<file path="config.mk">
export PLATFORM = sky130hd
export DESIGN_NAME = icache_line_server
export DESIGN_NICKNAME = d
export VERILOG_FILES = /design/src/rtl/icache_line_server.sv
export SDC_FILE = /design/constraint.sdc
export NUM_CORES = 2
export LEC_CHECK = 0
export ABC_AREA = 1
export CORE_MARGIN = 4
export CORE_UTILIZATION = 50
export DETAILED_ROUTE_END_ITERATION = 8
export GPL_ROUTABILITY_DRIVEN = 0
export HOLD_SLACK_MARGIN = 0.05
export PLACE_DENSITY = 0.66
export SLEW_MARGIN = 20
export SYNTH_ARGS = -nofsm -noshare
export SYNTH_HDL_FRONTEND = slang
export SYNTH_SLANG_ARGS = --single-unit
</file>
<file path="constraint.sdc">
create_clock -name clk -period 11.45 [get_ports clk]
set_input_delay 2.29 -clock clk [delete_from_list [all_inputs] [get_ports clk]]
set_output_delay 2.29 -clock clk [all_outputs]
set_load 0.005 [all_outputs]
</file>
<file path="src/rtl/icache_line_server.sv">
`default_nettype none
// ============================================================================
// icache_line_server : direct-mapped read-only instruction cache serving
//                      128-bit lines, refilled over a 32-bit word-beat port.
// Revision           : 1.0
// ============================================================================
module icache_line_server #(
    parameter int INDEX_BITS = 4
) (
    input  logic         clk,
    input  logic         reset,
    input  logic [31:0]  Pc_in,
    input  logic         Rd_en,
    input  logic         Abort,
    input  logic         Invalidate,
    output logic [127:0] Dout,
    output logic         Dout_valid,
    output logic         Busy,
    output logic         Mem_rd_req,
    output logic [31:0]  Mem_addr,
    input  logic         Mem_rd_ack,
    input  logic [31:0]  Mem_rd_data
);

    localparam int LINES    = 1 << INDEX_BITS;
    localparam int TAG_BITS = 28 - INDEX_BITS;

    typedef enum logic [1:0] {
        IDLE    = 2'd0,
        REFILL  = 2'd1,
        RESPOND = 2'd2
    } state_t;

    state_t                state, state_d;
    logic [1:0]            beat, beat_d;
    logic [27:0]           miss_line, miss_line_d;
    logic                  abort_seen, abort_seen_d;
    logic                  dv_reg, dv_d;
    logic [127:0]          dout_d;
    logic                  mem_rd_req_d;
    logic [31:0]           mem_addr_d;
    logic [LINES-1:0]      valid, valid_d;
    logic                  install;

    logic [127:0]          data_mem [LINES];
    logic [TAG_BITS-1:0]   tag_mem  [LINES];
    logic [31:0]           fill0, fill1, fill2;

    logic [INDEX_BITS-1:0] req_idx, fill_idx;
    logic [TAG_BITS-1:0]   req_tag;
    logic                  hit;
    logic [127:0]          refill_line;
    logic                  unused_pc_bits;

    assign req_idx        = Pc_in[INDEX_BITS+3:4];
    assign req_tag        = Pc_in[31:INDEX_BITS+4];
    assign fill_idx       = miss_line[INDEX_BITS-1:0];
    assign unused_pc_bits = ^Pc_in[3:0];

    // A same-cycle Invalidate wins over a hit, so the request refills instead.
    assign hit         = valid[req_idx] && (tag_mem[req_idx] == req_tag) && !Invalidate;
    assign refill_line = {fill0, fill1, fill2, Mem_rd_data};

    assign Dout_valid = dv_reg & ~Abort;
    assign Busy       = (state != IDLE);

    always_comb begin
        state_d      = state;
        beat_d       = beat;
        miss_line_d  = miss_line;
        abort_seen_d = abort_seen;
        dv_d         = 1'b0;
        dout_d       = Dout;
        install      = 1'b0;

        case (state)
            IDLE: begin
                if (Rd_en && !Abort) begin
                    if (hit) begin
                        dout_d = data_mem[req_idx];
                        dv_d   = 1'b1;
                    end else begin
                        miss_line_d  = Pc_in[31:4];
                        beat_d       = 2'd0;
                        abort_seen_d = 1'b0;
                        state_d      = REFILL;
                    end
                end
            end
            REFILL: begin
                if (Abort) begin
                    abort_seen_d = 1'b1;
                end
                if (Mem_rd_ack) begin
                    beat_d = beat + 2'd1;
                    if (beat == 2'd3) begin
                        install = 1'b1;
                        dout_d  = refill_line;
                        dv_d    = !abort_seen && !Abort;
                        state_d = RESPOND;
                    end
                end
            end
            RESPOND: begin
                state_d = IDLE;
            end
            default: begin
                state_d = IDLE;
            end
        endcase

        // Clear-all first so a completing refill keeps its own line valid.
        valid_d = Invalidate ? '0 : valid;
        if (install) begin
            valid_d[fill_idx] = 1'b1;
        end

        mem_rd_req_d = (state_d == REFILL);
        mem_addr_d   = {miss_line_d, beat_d, 2'b00};
    end

    always_ff @(posedge clk or posedge reset) begin
        if (reset) begin
            state      <= IDLE;
            beat       <= 2'd0;
            miss_line  <= '0;
            abort_seen <= 1'b0;
            dv_reg     <= 1'b0;
            Dout       <= '0;
            Mem_rd_req <= 1'b0;
            Mem_addr   <= '0;
            valid      <= '0;
        end else begin
            state      <= state_d;
            beat       <= beat_d;
            miss_line  <= miss_line_d;
            abort_seen <= abort_seen_d;
            dv_reg     <= dv_d;
            Dout       <= dout_d;
            Mem_rd_req <= mem_rd_req_d;
            Mem_addr   <= mem_addr_d;
            valid      <= valid_d;
        end
    end

    // Line storage is not reset; the last beat goes straight into the line.
    always_ff @(posedge clk) begin
        if (state == REFILL && Mem_rd_ack) begin
            case (beat)
                2'd0:    fill0 <= Mem_rd_data;
                2'd1:    fill1 <= Mem_rd_data;
                2'd2:    fill2 <= Mem_rd_data;
                default: ;
            endcase
        end
        if (install) begin
            data_mem[fill_idx] <= refill_line;
            tag_mem[fill_idx]  <= miss_line[27:INDEX_BITS];
        end
    end

endmodule
`default_nettype wire

</file>
## Word-level counts from Yosys, hierarchy flattened

Memory sizes are Yosys's and may differ from the RTL's.
Cells that the tools add are included.

- Memory bits (writable): 2,432
- Output and inout bits: 163
- Memories: 2
- Input bits: 70
- Logic and storage cells: 88
- Register bits: 305

Memories:

| memory | words | bits a word | rd ports | clocked after memory_dff | wr ports | RTL line | RTL |
|---|---|---|---|---|---|---|---|
| data_mem | 16 | 128 | 1 | 0 | 1 | 45 | `logic [127:0] data_mem [LINES];` |
| tag_mem | 16 | 24 | 1 | 0 | 1 | 46 | `logic [TAG_BITS-1:0] tag_mem [LINES];` |

- Bitwise gates (word level): 3
- Order comparisons: 3
- $add $sub $neg: 1
- Muxes and demuxes: 37
- Reduce and logical (&&, ||, !) cells: 18
- Equality and inequality tests: 12

Operators by type and width:

| cell | number |
|---|---|
| 128-bit 2-to-1 mux | 4 |
| 128-bit case mux with 2 select lines | 1 |
| 28-bit 2-to-1 mux | 3 |
| 16-bit 2-to-1 mux | 2 |
| 24-bit == test | 1 |
| 16-bit bitwise OR | 1 |
| 1-bit 2-to-1 mux | 14 |
| 2-bit 2-to-1 mux | 7 |
| 2-bit inequality test (second input constant) | 6 |
| 4-bit by 5-bit < comparator with 1-bit output (second input constant) | 2 |
| 2-bit case mux with 2 select lines | 2 |
| 2-bit by 1-bit == test with 1-bit output (second input constant) | 3 |
| 1-bit logical AND | 6 |
| 2-bit AND reduction | 3 |
| 5-bit AND reduction | 1 |
| 1-bit binary-select mux with 4-bit select | 1 |
| 1-bit demux with 4-bit select | 1 |
| 2-bit == test (second input constant) | 2 |
| 4-bit by 1-bit >= comparator with 1-bit output (second input constant) | 1 |
| 2-bit logical NOT | 2 |
| 1-bit case mux with 2 select lines | 2 |
| 4-bit AND reduction | 1 |
| 2-bit nonzero test | 2 |
| 1-bit logical NOT | 3 |
| other kinds (3) | 3 |

## Depth between registers and ports, before layout

- Depth in word-level cells: 8
- Gate-level depth with buffers: 22
- Depth with buffers taken out: 18

## Least setup slack after synthesis

OpenSTA, ideal clock, no wires.

- Path type: input-to-reg
- Start point: in Mem_rd_ack
- End point: mem data_mem[10][0], enable pin
- Cell stages on the path: 4
- Arrival: 9.128 ns
- Slack: 1.656 ns
- Buffers on the path: 0
- Data required time: 10.784 ns
- Library setup time: 0.666 ns
- Cells stage by stage: nand2_1 -> nor2_1 -> nand3_1 -> nor2_1

- Longest elaborated chain between the ends: 4

Ends and longest elaborated chain:

| element | RTL line | RTL |
|---|---|---|
| from (decl) | 21 | `input logic Mem_rd_ack,` |
| 1-bit 2-to-1 mux | 94 | `if (Mem_rd_ack) begin` |
| 1-bit 2-to-1 mux | 76 | `case (state)` |
| 1-bit 2-to-1 mux | 156 | `if (install) begin` |
| 1-bit 2-to-1 mux (implied by the code) | 157 | `data_mem[fill_idx] <= refill_line;` |
| to (decl) | 45 |  |

Every way passes these cells.

## Final worst setup path

- Start point: in Pc_in[4]
- End point: reg Dout[118]

- Longest elaborated chain between the ends: 6
- Elaborated cells on any way between the ends: 12
- Classes of those cells: eq/ne: 2; mux: 5; reduce/logical: 3; memory: 2

Ends and longest elaborated chain:

| element | RTL line | RTL |
|---|---|---|
| from (decl) | 12 | `input logic [31:0] Pc_in,` |
| memory 16 x 24 bit / 1-bit binary-select mux with 4-bit select (equally long branches) | - |  |
| 24-bit == test / 1-bit 2-to-1 mux (equally long branches) | 61 | `assign hit = valid[req_idx] && (tag_mem[req_idx] == req_tag) && !Invalidate;` |
| 1-bit logical AND (2 in series) | 61 |  |
| 2-bit inequality test (no line) | - |  |
| 5-bit AND reduction (no line) | - |  |
| to (signal assigned) | 139 | `Dout <= dout_d;` |
| to (decl) | 16 | `output logic [127:0] Dout,` |

Parallel ways exist; a longest one is shown, timed or not. The select of a mux whose other input is x is not followed.
A chain may end at the register's enable or synchronous reset.

==> results.py <==
metrics = {
    "clock_network": {
        "post_cts.repair.setup_buffers": 0,
        "holdBufCountCts": 0,
        "cts_num_sinks": 2707,
        "cts_tree": "done",
        "clk_pin_slew_worst_paths_ns": 0.06,
        "ctsRootBufferMaster": "clkbuf_16",
        "worstSkewPairLatency_ns": 0.91,
        "number_of_buffers_on_the_longest_clock_path": 4,
        "cts_made_buffers": 292,
        "h-tree-depth": 5,
        "post_cts_resize_count": 0,
    },
    "layout": {
        "area_occupied_by_multi_input_gates_um2": 22800,
        "nFillCells": 16481,
        "nets": 8175,
        "fin_util": 0.569,
        "most_frequent_standard_cell_in_the_layout_excluding_fill_and_tap_cells": "edfxtp_1",
        "register_ranked_first_by_flip_flop_count": "data_mem",
        "finalNonFillerCells": 11127,
        "syn2layout_area_growth_pct": 12.8,
        "register_cell_area_after_layout_um2": 80400,
        "largestRegisters": "data_mem x2048, tag_mem x384, Dout x128",
        "mostFrequentLayoutCells": "edfxtp_1 (2528), nor2_1 (1188), o21ai_0 (1090)",
        "post_route_cells_drive_above_1_share": 0.0673,
        "flip_flop_count_of_the_largest_register_after_layout": 2048,
    },
    "min_path": {
        "hold-path-cell-count": 2,
        "worstHoldStart": "Dout[42]$_DFFE_PP0P_",
        "hold_path_end": "Dout[42]$_DFFE_PP0P_",
        "hold_path.class": "reg2reg",
    },
    "floorplanning": {
        "dieHeight_um": 468,
        "pin_count": 233,
        "dieWidth_um": 468,
        "die_area_um2": 219000,
        "core.rowCount": 168,
        "core_region_area_um2": 210000,
        "initial_utilization": 0.504,
    },
    "run_status": {
        "failing_checks": "design-rule violations",
        "status": "complete, but fails checks",
    },
    "sta": {
        "setup_viol": 0,
        "layout_worst_path_cycle_share": 0.621,
        "worst_slew_pin_slew_ns": 1.16,
        "timing_hold_violations_final": 0,
        "final.min_clock_period_ns": 7.12,
        "achievable-frequency_mhz": 141,
        "worst_slew_margin_rel": 0.222,
        "drv_slew": 0,
        "fin_skew_ns": 0.0533,
        "grt_setup_unrepaired": "no",
        "setup-tns-final_ns": 0,
    },
    "critical_path": {
        "slack_of_the_worst_reg_to_reg_path_ns": 5.98,
        "critPathRequiredTime_ns": 12.27,
        "path_max_fanout": 135,
        "worstSetupEndpointType": "flop",
        "critical_path_arrival_ns": 7.93,
        "kind_of_critical_path": "in2reg",
        "worstReg2RegStart": "state[1]$_DFF_PP0_",
        "reg2reg_depth": 8,
        "worst_setup_path_start_kind": "input pin",
        "worst_r2r_endpoint": "data_mem[8][40]$_DFFE_PP_",
    },
    "logic_synthesis": {
        "post_synth_edffs": 2528,
        "yosys.cell_types.count": 31,
        "asyncSetResetFlopFracSynth": 0.0661,
        "synthDominantCellAreaShare": 0.716,
        "syn_area_um2": 106000,
        "synth.ff_latch_count": 2707,
        "synth.area.top_cells": "edfxtp_1 (72%), o21ai_0 (5.1%), nor2_1 (4.3%), dfrtp_1 (4.2%), o221ai_1 (3.6%)",
        "number_of_warnings_issued_by_yosys": 0,
        "synthFlopType": "edfxtp_1",
        "synth-seq-area-share": 0.758,
        "synthDominantAreaCellType": "edfxtp_1",
        "post_synth.cell_area_avg_um2": 13.2,
        "syn_inst": 8044,
    },
    "placement": {
        "placement.io_buffers": 226,
        "post-place-cells": 10610,
        "hpwlAfterDp_um": 139000,
    },
    "global_routing": {
        "number_of_global_route_vias_before_repair": 65824,
        "grt_pass1_wl_um": 440000,
        "grt_antenna_before_repair": 26,
        "grt_remaining_overflow": 0,
        "total_routing_usage_reported_by_global_routing": 0.269,
        "largest_net_degree_at_the_start_of_global_routing": 223,
    },
    "detailed_routing": {
        "via_count": 69529,
        "routed_via_density": 6.25,
        "wirelength_routed_um": 301000,
        "wire_per_inst_um": 27.1,
        "detail_route.first_pass.iterations": 8,
        "post-route-drc-count": 3,
        "detail_route.iter0.violations": 9433,
        "ant_nets": 0,
    },
    "flow_run": {
        "maxCapViolCount": 0,
    },
    "power": {
        "power-per-cell-area_nw_per_um2": 202,
        "max-vdd-ir-drop_v": 0.000292,
        "leakage_nw": 40.0,
    },
}
-- layer usage --
layer,GRT usage,up-vias,share of wire
met5,0,-,0.00025
met4,0.0769,12,0.028
met3,0.0469,589,0.11
met2,0.422,3891,0.46
met1,0.389,34988,0.40
li1,-,30049,-
-- synthesized netlist by cell type (3+ instances only) --
cell type	number
edfxtp_1	2528
nor2_1	1210
o21ai_0	1090
nand2_1	931
nand3_1	631
o221ai_1	439
clkbuf_1	436
dfrtp_1	179
inv_1	109
buf_2	85
a31oi_1	83
o22ai_1	75
o211ai_1	47
a21oi_1	32
buf_1	32
nand4_1	30
a21o_1	25
buf_6	22
buf_4	20
o21ai_1	14
nand3b_1	9
ha_1	4
inv_2	3
or2_2	3
-- final cells by class --
class	count	share of cell area
multi-input cells	4631	0.191
flip-flops and latches	2707	0.672
clock buffers	387	0.0668
well taps	2805	0.0293
repair buffers	357	0.0299
diodes	12	0.000251
inverters	112	0.00389
clock inverters	116	0.00704
-- where the power goes --
group | leakage, nW | switching (mW) | internal, mW | total, mW
Clock | 4.33 | 3.70 | 5.14 | 8.84
Sequential | 25.0 | 0.568 | 11.6 | 12.1
Combinational | 10.7 | 2.13 | 1.01 | 3.15
Total | 40.0 | 6.40 | 17.7 | 24.1
-- metrics by stage --
stage	hold WS [ns]	total power [mW]	instance area (um2)	worst slack (ns)
4_1_cts	0.475	24.2	120000	4.39
3_3_place_gp	0.449	15.4	111000	3.55
5_1_grt	0.488	25.0	120000	4.02
3_5_place_dp	0.462	15.5	111000	3.45
6_report	0.469	24.1	120000	4.33
2_1_floorplan	0.435	13.7	106000	1.66
-- worst max path at each step --
| stage | endpoint | cells past startpoint | startpoint | slack [ns] |
|---|---|---|---|---|
| after floorplan | data_mem[10][0]$_DFFE_PP_ | 4 | Mem_rd_ack | 1.66 |
| after global placement | Dout[125]$_DFFE_PP0P_ | 20 | Pc_in[4] | 3.55 |
| after detailed placement | Dout[118]$_DFFE_PP0P_ | 20 | Pc_in[4] | 3.45 |
| after CTS | Dout[118]$_DFFE_PP0P_ | 20 | Pc_in[4] | 4.39 |
| after global routing | Dout[43]$_DFFE_PP0P_ | 20 | Pc_in[4] | 4.02 |
| final | Dout[118]$_DFFE_PP0P_ | 20 | Pc_in[4] | 4.33 |
-- critical path, cell delays in order --
cell and delay, ns:
buf_8 0.23, inv_8 0.63, buf_4 0.86, nand2_1 0.13, nand3_1 0.11, nand3_1 0.09
nand2_1 0.10, nand2_1 0.12, nand2_1 0.13, nand2_1 0.07, nand2_1 0.07, nor2_1 0.05
nand2_1 0.11, nor2_2 0.07, nand3_2 0.12, nand2_8 0.43, nand2_4 0.92, buf_4 0.88
nand2_1 0.12, nand2_1 0.11
-- cells by family (layout without fill, tap and decap cells) --
kind of cell / Yosys count / in the layout / synth area share
AND/OR/NAND/NOR: 2818 / 2818 / 0.108
flip-flops: 2707 / 2707 / 0.758
AO/OA/AOI/OAI: 1807 / 1807 / 0.104
buffers and inverters: 707 / 972 / 0.0283
adder cells (fa/ha/maj): 4 / 4 / 0.000472
other: 1 / 14 / 0.0000354
(Power assumes the default switching activity.)
